File: config.mk
export PLATFORM = sky130hd
export DESIGN_NAME = fragment_fog_unit
export DESIGN_NICKNAME = d
export VERILOG_FILES = /design/src/rtl/fog_pkg.sv /design/src/rtl/fog_lut.sv /design/src/rtl/fragment_fog_unit.sv
export SDC_FILE = /design/constraint.sdc
export NUM_CORES = 2
export LEC_CHECK = 0
export CORE_ASPECT_RATIO = 0.75
export CORE_MARGIN = 10
export CORE_UTILIZATION = 45
export DETAILED_ROUTE_END_ITERATION = 10
export PLACE_DENSITY_LB_ADDON = 0.1
export RECOVER_POWER = 50
export SYNTH_ARGS = -nofsm -noshare
export SYNTH_HDL_FRONTEND = slang
export SYNTH_SLANG_ARGS = --single-unit
File: constraint.sdc
create_clock -name aclk -period 24.4 [get_ports aclk]
set_input_delay 2.44 -clock aclk [delete_from_list [all_inputs] [get_ports aclk]]
set_output_delay 2.44 -clock aclk [all_outputs]
set_load 0.005 [all_outputs]
File: src/rtl/fog_pkg.sv
// Shared constants and width helpers for the fragment fog stage.
package fog_pkg;

  localparam int NUM_CHANNELS    = 4;
  localparam int CH_A            = 0;
  localparam int CH_B            = 1;
  localparam int CH_G            = 2;
  localparam int CH_R            = 3;

  localparam int FOG_COORD_WIDTH = 16;
  localparam int FACTOR_WIDTH    = 16;
  localparam int LUT_DATA_WIDTH  = 32;
  localparam int LUT_A_LSB       = 16;
  localparam int LUT_B_LSB       = 0;

  function automatic int pixel_width(input int sub_pixel_width);
    return NUM_CHANNELS * sub_pixel_width;
  endfunction

  function automatic int frac_width(input int lut_size_log2);
    return FOG_COORD_WIDTH - lut_size_log2;
  endfunction

endpackage

File: src/rtl/fog_lut.sv
// Fog factor table: one write port, one read-first synchronous read port.
module fog_lut
  import fog_pkg::*;
#(
  parameter int ADDR_WIDTH = 5,
  parameter int DATA_WIDTH = LUT_DATA_WIDTH
) (
  input  logic                  clk,
  input  logic                  wr_en,
  input  logic [ADDR_WIDTH-1:0] wr_addr,
  input  logic [DATA_WIDTH-1:0] wr_data,
  input  logic                  rd_en,
  input  logic [ADDR_WIDTH-1:0] rd_addr,
  output logic [DATA_WIDTH-1:0] rd_data
);

  logic [DATA_WIDTH-1:0] mem_q [2**ADDR_WIDTH];
  logic [DATA_WIDTH-1:0] rd_data_q, rd_data_d;

  // Reading the array before the write lands gives old data on a collision.
  always_comb begin
    rd_data_d = rd_data_q;
    if (rd_en) rd_data_d = mem_q[rd_addr];
  end

  always_ff @(posedge clk) begin
    if (wr_en) mem_q[wr_addr] <= wr_data;
    rd_data_q <= rd_data_d;
  end

  assign rd_data = rd_data_q;

endmodule

File: src/rtl/fragment_fog_unit.sv
// Five-stage stallable fog blend: LUT read, interpolate, weight, channel multiply, sum.
module fragment_fog_unit
  import fog_pkg::*;
#(
  parameter  int USER_WIDTH      = 1,
  parameter  int SUB_PIXEL_WIDTH = 8,
  parameter  int LUT_SIZE_LOG2   = 5,
  localparam int PIXEL_WIDTH     = pixel_width(SUB_PIXEL_WIDTH)
) (
  input  logic                       aclk,
  input  logic                       reset,
  input  logic                       confEnable,
  input  logic [PIXEL_WIDTH-1:0]     confFogColor,
  input  logic                       lutWrValid,
  input  logic [LUT_SIZE_LOG2-1:0]   lutWrAddr,
  input  logic [LUT_DATA_WIDTH-1:0]  lutWrData,
  input  logic                       s_valid,
  output logic                       s_ready,
  input  logic [USER_WIDTH-1:0]      s_user,
  input  logic [PIXEL_WIDTH-1:0]     s_fragmentColor,
  input  logic [FOG_COORD_WIDTH-1:0] s_fogCoord,
  output logic                       m_valid,
  input  logic                       m_ready,
  output logic [USER_WIDTH-1:0]      m_user,
  output logic [PIXEL_WIDTH-1:0]     m_fragmentColor
);

  localparam int SPW     = SUB_PIXEL_WIDTH;
  localparam int FRAC_W  = frac_width(LUT_SIZE_LOG2);
  localparam int PROD_W  = FACTOR_WIDTH + FRAC_W + 2;
  localparam int W_W     = SPW + 1;
  localparam int BLEND_W = 2 * SPW + 1;
  localparam int RGB_W   = 3 * SPW;
  localparam logic [W_W-1:0] W_UNITY = {1'b1, {SPW{1'b0}}};

  logic                      ce;
  logic [LUT_DATA_WIDTH-1:0] lut_rd_data;
  logic [FACTOR_WIDTH-1:0]   lut_a, lut_b;
  logic signed [PROD_W-1:0]  diff2, frac_ext2, sum3;
  logic [SPW-1:0]            f8_3;
  logic [W_W-1:0]            inv_w4;
  logic [CH_R:CH_B][BLEND_W-1:0] blend5;

  logic v1_q, v1_d, v2_q, v2_d, v3_q, v3_d, v4_q, v4_d, m_valid_q, m_valid_d;
  logic en1_q, en1_d, en2_q, en2_d;
  logic [FRAC_W-1:0]       frac1_q, frac1_d;
  logic [PIXEL_WIDTH-1:0]  color1_q, color1_d, color2_q, color2_d, color3_q, color3_d;
  logic [PIXEL_WIDTH-1:0]  m_color_q, m_color_d;
  logic [USER_WIDTH-1:0]   user1_q, user1_d, user2_q, user2_d, user3_q, user3_d;
  logic [USER_WIDTH-1:0]   user4_q, user4_d, m_user_q, m_user_d;
  logic [RGB_W-1:0]        fog1_q, fog1_d, fog2_q, fog2_d, fog3_q, fog3_d;
  logic [FACTOR_WIDTH-1:0] a2_q, a2_d;
  logic signed [PROD_W-1:0] prod2_q, prod2_d;
  logic [W_W-1:0]          w3_q, w3_d;
  logic [CH_R:CH_B][BLEND_W-1:0] prod_c4_q, prod_c4_d, prod_f4_q, prod_f4_d;
  logic [SPW-1:0]          alpha4_q, alpha4_d;

  assign ce = !m_valid_q || m_ready;

  fog_lut #(
    .ADDR_WIDTH(LUT_SIZE_LOG2),
    .DATA_WIDTH(LUT_DATA_WIDTH)
  ) u_lut (
    .clk    (aclk),
    .wr_en  (lutWrValid),
    .wr_addr(lutWrAddr),
    .wr_data(lutWrData),
    .rd_en  (ce),
    .rd_addr(s_fogCoord[FOG_COORD_WIDTH-1 -: LUT_SIZE_LOG2]),
    .rd_data(lut_rd_data)
  );

  always_comb begin
    v1_d     = s_valid;
    frac1_d  = s_fogCoord[FRAC_W-1:0];
    color1_d = s_fragmentColor;
    user1_d  = s_user;
    en1_d    = confEnable;
    fog1_d   = confFogColor[PIXEL_WIDTH-1 -: RGB_W];
  end

  always_comb begin
    lut_a     = lut_rd_data[LUT_A_LSB +: FACTOR_WIDTH];
    lut_b     = lut_rd_data[LUT_B_LSB +: FACTOR_WIDTH];
    diff2     = $signed({{(PROD_W-FACTOR_WIDTH){1'b0}}, lut_b})
              - $signed({{(PROD_W-FACTOR_WIDTH){1'b0}}, lut_a});
    frac_ext2 = $signed({{(PROD_W-FRAC_W){1'b0}}, frac1_q});
    prod2_d   = diff2 * frac_ext2;
    a2_d      = lut_a;
    v2_d      = v1_q;
    color2_d  = color1_q;
    user2_d   = user1_q;
    en2_d     = en1_q;
    fog2_d    = fog1_q;
  end

  // Clamp on the upper byte only; the low factor bits never reach the weight.
  always_comb begin
    sum3 = $signed({{(PROD_W-FACTOR_WIDTH){1'b0}}, a2_q}) + (prod2_q >>> FRAC_W);
    if (sum3[PROD_W-1])                        f8_3 = '0;
    else if (|sum3[PROD_W-2:FACTOR_WIDTH])     f8_3 = '1;
    else                                       f8_3 = sum3[FACTOR_WIDTH-1 -: SPW];
    w3_d     = en2_q ? ({1'b0, f8_3} + W_W'(f8_3[SPW-1])) : W_UNITY;
    v3_d     = v2_q;
    color3_d = color2_q;
    user3_d  = user2_q;
    fog3_d   = fog2_q;
  end

  always_comb begin
    inv_w4    = W_UNITY - w3_q;
    prod_c4_d = '0;
    prod_f4_d = '0;
    for (int ch = CH_B; ch <= CH_R; ch++) begin
      prod_c4_d[ch] = BLEND_W'(color3_q[ch*SPW +: SPW]) * BLEND_W'(w3_q);
      prod_f4_d[ch] = BLEND_W'(fog3_q[(ch-1)*SPW +: SPW]) * BLEND_W'(inv_w4);
    end
    alpha4_d = color3_q[CH_A*SPW +: SPW];
    v4_d     = v3_q;
    user4_d  = user3_q;
  end

  always_comb begin
    blend5    = '0;
    m_color_d = '0;
    m_color_d[CH_A*SPW +: SPW] = alpha4_q;
    for (int ch = CH_B; ch <= CH_R; ch++) begin
      blend5[ch] = prod_c4_q[ch] + prod_f4_q[ch];
      m_color_d[ch*SPW +: SPW] = blend5[ch][SPW +: SPW];
    end
    m_valid_d = v4_q;
    m_user_d  = user4_q;
  end

  always_ff @(posedge aclk) begin
    if (reset) begin
      v1_q      <= 1'b0;
      v2_q      <= 1'b0;
      v3_q      <= 1'b0;
      v4_q      <= 1'b0;
      m_valid_q <= 1'b0;
      m_color_q <= '0;
      m_user_q  <= '0;
    end else if (ce) begin
      v1_q      <= v1_d;
      frac1_q   <= frac1_d;
      color1_q  <= color1_d;
      user1_q   <= user1_d;
      en1_q     <= en1_d;
      fog1_q    <= fog1_d;
      v2_q      <= v2_d;
      a2_q      <= a2_d;
      prod2_q   <= prod2_d;
      color2_q  <= color2_d;
      user2_q   <= user2_d;
      en2_q     <= en2_d;
      fog2_q    <= fog2_d;
      v3_q      <= v3_d;
      w3_q      <= w3_d;
      color3_q  <= color3_d;
      user3_q   <= user3_d;
      fog3_q    <= fog3_d;
      v4_q      <= v4_d;
      prod_c4_q <= prod_c4_d;
      prod_f4_q <= prod_f4_d;
      alpha4_q  <= alpha4_d;
      user4_q   <= user4_d;
      m_valid_q <= m_valid_d;
      m_color_q <= m_color_d;
      m_user_q  <= m_user_d;
    end
  end

  assign s_ready         = ce;
  assign m_valid         = m_valid_q;
  assign m_user          = m_user_q;
  assign m_fragmentColor = m_color_q;

  logic unused_bits;
  assign unused_bits = ^{confFogColor[SPW-1:0], sum3[FACTOR_WIDTH-SPW-1:0],
                         blend5[CH_R][BLEND_W-1], blend5[CH_R][SPW-1:0],
                         blend5[CH_G][BLEND_W-1], blend5[CH_G][SPW-1:0],
                         blend5[CH_B][BLEND_W-1], blend5[CH_B][SPW-1:0]};

endmodule

Yosys cells after proc, flatten, opt, wreduce, memory -nomap -nowiden
Memory sizes are Yosys's and may differ from the RTL's. A register that Yosys moved wholly into a read port is not among the register bits.
Cells that the tools add are included.
{"block": "word_totals", "ff_bits": 381, "latchBits": 0, "mem_bits_rw": 1024, "mem_bits_ro": 0, "inputBits": 124, "output_inout_bits": 35, "elab_cells": 54, "n_memories": 1}
{"memory": "u_lut.mem_q", "depth": 32, "width": 32, "read_ports": 1, "rd_ports_with_merged_regs": 1, "write_ports": 1, "line": "fog_lut.sv:17", "source": "logic [DATA_WIDTH-1:0] mem_q [2**ADDR_WIDTH];"}
{"block": "op_classes", "n_addsub": 7, "n_mul": 7, "n_div": 0, "order_cmp": 0, "n_eq_ne": 0, "shift": 0, "muxes": 4, "bitwise": 1, "reduce_logical": 4}
{"op": "$mul 8x9->16", "count": 6}
{"op": "$add 16x16->16", "count": 3}
{"op": "$mul 17x12->29", "count": 1}
{"op": "$add 17x18->19", "count": 1}
{"op": "$sub 16x16->17", "count": 1}
{"op": "$mux 8", "count": 2}
{"op": "$reduce_or 12->1", "count": 1}
{"op": "$add 8x1->9", "count": 1}
{"op": "$sub 9x9->9 const A", "count": 1}
{"op": "$mux 1", "count": 2}
{"op": "$reduce_and 2->1", "count": 1}
{"op": "$logic_not 1->1", "count": 1}
{"op": "$logic_or 1x1->1", "count": 1}
{"op": "$not 1->1", "count": 1}

Longest topological paths before layout
{"block": "logic_depth", "depth_word": 5, "depth_mapped": 30, "mapped_depth_nobuf": 29}

By module
Synthesis repeated with hierarchy kept, for this count alone.
{"block": "hier_totals", "cells_unflattened": 5431, "area_unflattened_um2": 74629.1}
{"module": "fog_lut", "instances": 1, "cells_each": 2260, "area_per_inst_um2": 40811.6, "seq_area_each_um2": 31710.4}
{"module": "fragment_fog_unit", "instances": 1, "cells_each": 3171, "area_per_inst_um2": 33817.4, "seq_area_each_um2": 10730.3}

Worst setup path before layout
No wires, ideal clock.
{"block": "synth_timing", "path_kind": "input-to-reg", "startpoint": "input m_ready", "endpoint": "register a2_q[0], enable pin", "setup_ns": 1.036, "t_arrival_ns": 16.578, "required_time_ns": 23.364, "path_slack_ns": 6.786, "path_stages": 4, "n_path_buf": 2, "cell_sequence": "nor2b_1 clkbuf_1 clkbuf_1 nor2_1"}
{"block": "synth_between", "elab_chain_len": 2}
{"item": "start: declaration", "line": "fragment_fog_unit.sv:23", "source": "input logic m_ready,"}
{"item": "$logic_or 1x1->1", "line": "fragment_fog_unit.sv:58", "source": "assign ce = !m_valid_q || m_ready;"}
{"item": "$reduce_and 2->1 (no source line)"}
{"item": "end signal: assignment", "line": "fragment_fog_unit.sv:152", "source": "a2_q <= a2_d;"}
{"item": "end: declaration", "line": "fragment_fog_unit.sv:52", "source": "logic [FACTOR_WIDTH-1:0] a2_q, a2_d;"}
No other way between the ends.
A chain may end at the register's enable or synchronous reset.

Worst setup path in the final report
{"block": "layout_timing", "startpoint": "input m_ready", "endpoint": "register color2_q[12], enable pin"}
{"block": "layout_between", "elab_chain_len": 2}
{"item": "$logic_or 1x1->1", "line": "fragment_fog_unit.sv:58"}
{"item": "$reduce_and 2->1 (no source line)"}
{"item": "end signal: assignment", "line": "fragment_fog_unit.sv:154", "source": "color2_q <= color2_d;"}
{"item": "end: declaration", "line": "fragment_fog_unit.sv:47", "source": "logic [PIXEL_WIDTH-1:0] color1_q, color1_d, color2_q, color2_d, color3_q, color3_d;"}
No other way between the ends.

==> run metrics <==
post-cts sizing count 0; die area 180000 µm²; worst slack at placement 16660 ps; Worst setup EP type flip-flop; gpl congestion 0.777; Starting Density 0.453; RSZ-0062 raised after global routing no; Setup Crit Path Kind in -> reg; final slew viol count 293; setup slack after layout 13970 ps; worst-margin pin slew 8280 ps; synth top area cells edfxtp_1 57%, fa_1 11%, mux4_2 9.8%, ha_1 5.9%, inv_1 2.8%; largest area contributor in the netlist edfxtp_1; CTS Root Cell clkbuf_16; WL final between 150 and 200 mm; io pins about 160; Die X 487 µm; pin count of the biggest net entering global routing 151; Synth Warn # 0; Data arrival, critical path 10820 ps; violated checks max-capacitance violations, max-slew violations; sequential area share after synthesis 0.576; Setup TNS 0 ps; most frequent cells after synthesis 1388 x edfxtp_1, 547 x inv_1, 437 x nand2_1, 416 x fa_1, 346 x ha_1; CTS Buf Count roughly 150; Max H-tree Level 4; vias per cell 5.44; grt peak-use layer met1; final hold violation count 0; Die H about 370 µm; post-route cell area between 80000 and 90000 µm²; CTS Buffer Depth 3; post-synth cell types 68; Clock Skew between 20 and 30 ps; GR Util met1 0.298; share of layout cells above drive strength 1 0.139; Iter 0 DRT Violations 3226; Pre-antenna DRT Iters 6; ys async rst share 0; Detail Placement HPWL 112 mm; Final ANT Viol Nets 0; port bufs 150; Final period util 0.427; fin crit period 10430 ps; vias about 39000; vias in the first global route 40900; cell with the most instances after synthesis edfxtp_1; clock slew at reported path FFs 60 ps; worst hold path type reg -> reg; area of placed instances around 80000 µm²; final setup vio count 0; CTS tree yes; status complete, but fails checks; synthesized area per cell 15.5 µm²; syn_nets roughly 5600; num rows 128; P&R area growth vs syn 12.2%; Max Fclk 95.9 MHz; Post-synth EDFFs ~1400; hold_buf cts 0; CTS Sinks ~1400; synthesized flop and latch total 1426; Gate Count Post-Synth 4750; WP data required 24800 ps; gr usage total 0.195; core area 163000 µm²; routed length per instance 24.2 µm; Synth top area share 0.566; antenna violations before repair 17; ys flop type edfxtp_1; Setup crit start kind input pin; worst skew pair latency a little under 800 ps; DRC viols 0; Max Cap Viol 4; met3 Usage GRT 0.0488; Cell Area, Synth 73700 µm²; first-pass GRT wire length 264 mm; # nets final 5828; crit-path max FO 150; met2 usage 0.283; Congestion Overflow GR 0; Post-CTS Setup Inserts 0; Max transition margin -4.52
per-stage QoR:
stage	util	hold WS, ps	cells
after floorplan	-	400	4750
after global placement	0.481	401	6940
after detailed placement	0.481	405	6940
after CTS	0.509	407	7199
after global routing	0.509	418	7202
final	0.509	408	7207
metal layers:
layer	vias to the layer above	share of wire
li1	17400	-
met1	20600	0.48
met2	1051	0.43
met3	203	0.071
met4	0	0.019
met5	-	0
layout by cell type (no fill, tap or decap), types with 8 or more instances in the layout:
master,n
nand2b_1,30
nor2b_1,25
nor3_1,34
clkdlybuf4s50_1,41
a21boi_0,25
o21ai_0,55
dlygate4sd3_1,103
xor2_1,24
o21a_1,16
mux2i_1,9
a21o_1,16
o41ai_1,15
clkbuf_1,45
fa_1,416
clkbuf_16,148
dfxtp_1,38
clkinv_1,22
nor2_1,122
nand3b_1,8
and2_0,17
nand3_1,18
nor2_4,31
and2_1,251
diode_2,8
mux4_2,320
ha_1,346
a21oi_1,89
o31a_1,9
edfxtp_1,1388
nand2_1,437
or3_1,11
a211oi_1,12
clkinv_2,17
buf_4,81
nor4_1,8
inv_1,546
xnor2_1,111
mux2_2,39
cells by family after synthesis:
kind of cell             after synthesis  synth area share
flip-flops                          1426             0.576
AND/OR/NAND/NOR                     1026            0.0668
adder cells (fa/ha/maj)              762             0.172
buffers and inverters                736            0.0375
multiplexers                         368             0.105
AO/OA/AOI/OAI                        289            0.0259
XOR/XNOR                             143            0.0170
critical path, cell delays in order:
cell and delay, ps:
dlygate4sd3_1 580, nor2b_4 50, clkbuf_1 460, nor2_4 220, clkbuf_1 5640, buf_4 1210
worst paths after layout:
path,from,to,slack [ps],cells after the start
max,m_ready,color2_q[12],13970,6
min,fog1_q[14],fog2_q[14],410,0
max reg2reg,m_valid,color2_q[12],15850,5
min reg2reg,fog1_q[14],fog2_q[14],410,0
flip-flops by register name, indices dropped and copies added, names as in the netlist, 8 cells and up:
signal           count
a2_q                16
prod2_q             18
u_lut.rd_data       32
m_fragmentColor     32
u_lut.mem_q       1024
w3_q                 9
color1_q            32
alpha4_q             8
fog3_q              24
frac1_q             11
color2_q            32
fog1_q              24
prod_c4_q           48
fog2_q              24
color3_q            32
prod_f4_q           48
area by class of cell:
cell class | count | area [µm²]
Antenna cell | 8 | 20.0
Inverter | 547 | 2050
Multi-Input combinational cell | 2588 | 28800
Timing Repair Buffer | 234 | 2110
Fill cell | 13500 | 79900
Clock inverter | 69 | 719
Clock buffer | 190 | 3880
Tap cell | 2145 | 2680
Sequential cell | 1426 | 42400
Power is not shown: default switching activity piles up to over one toggle a cycle in this logic, so the estimate is an artifact.
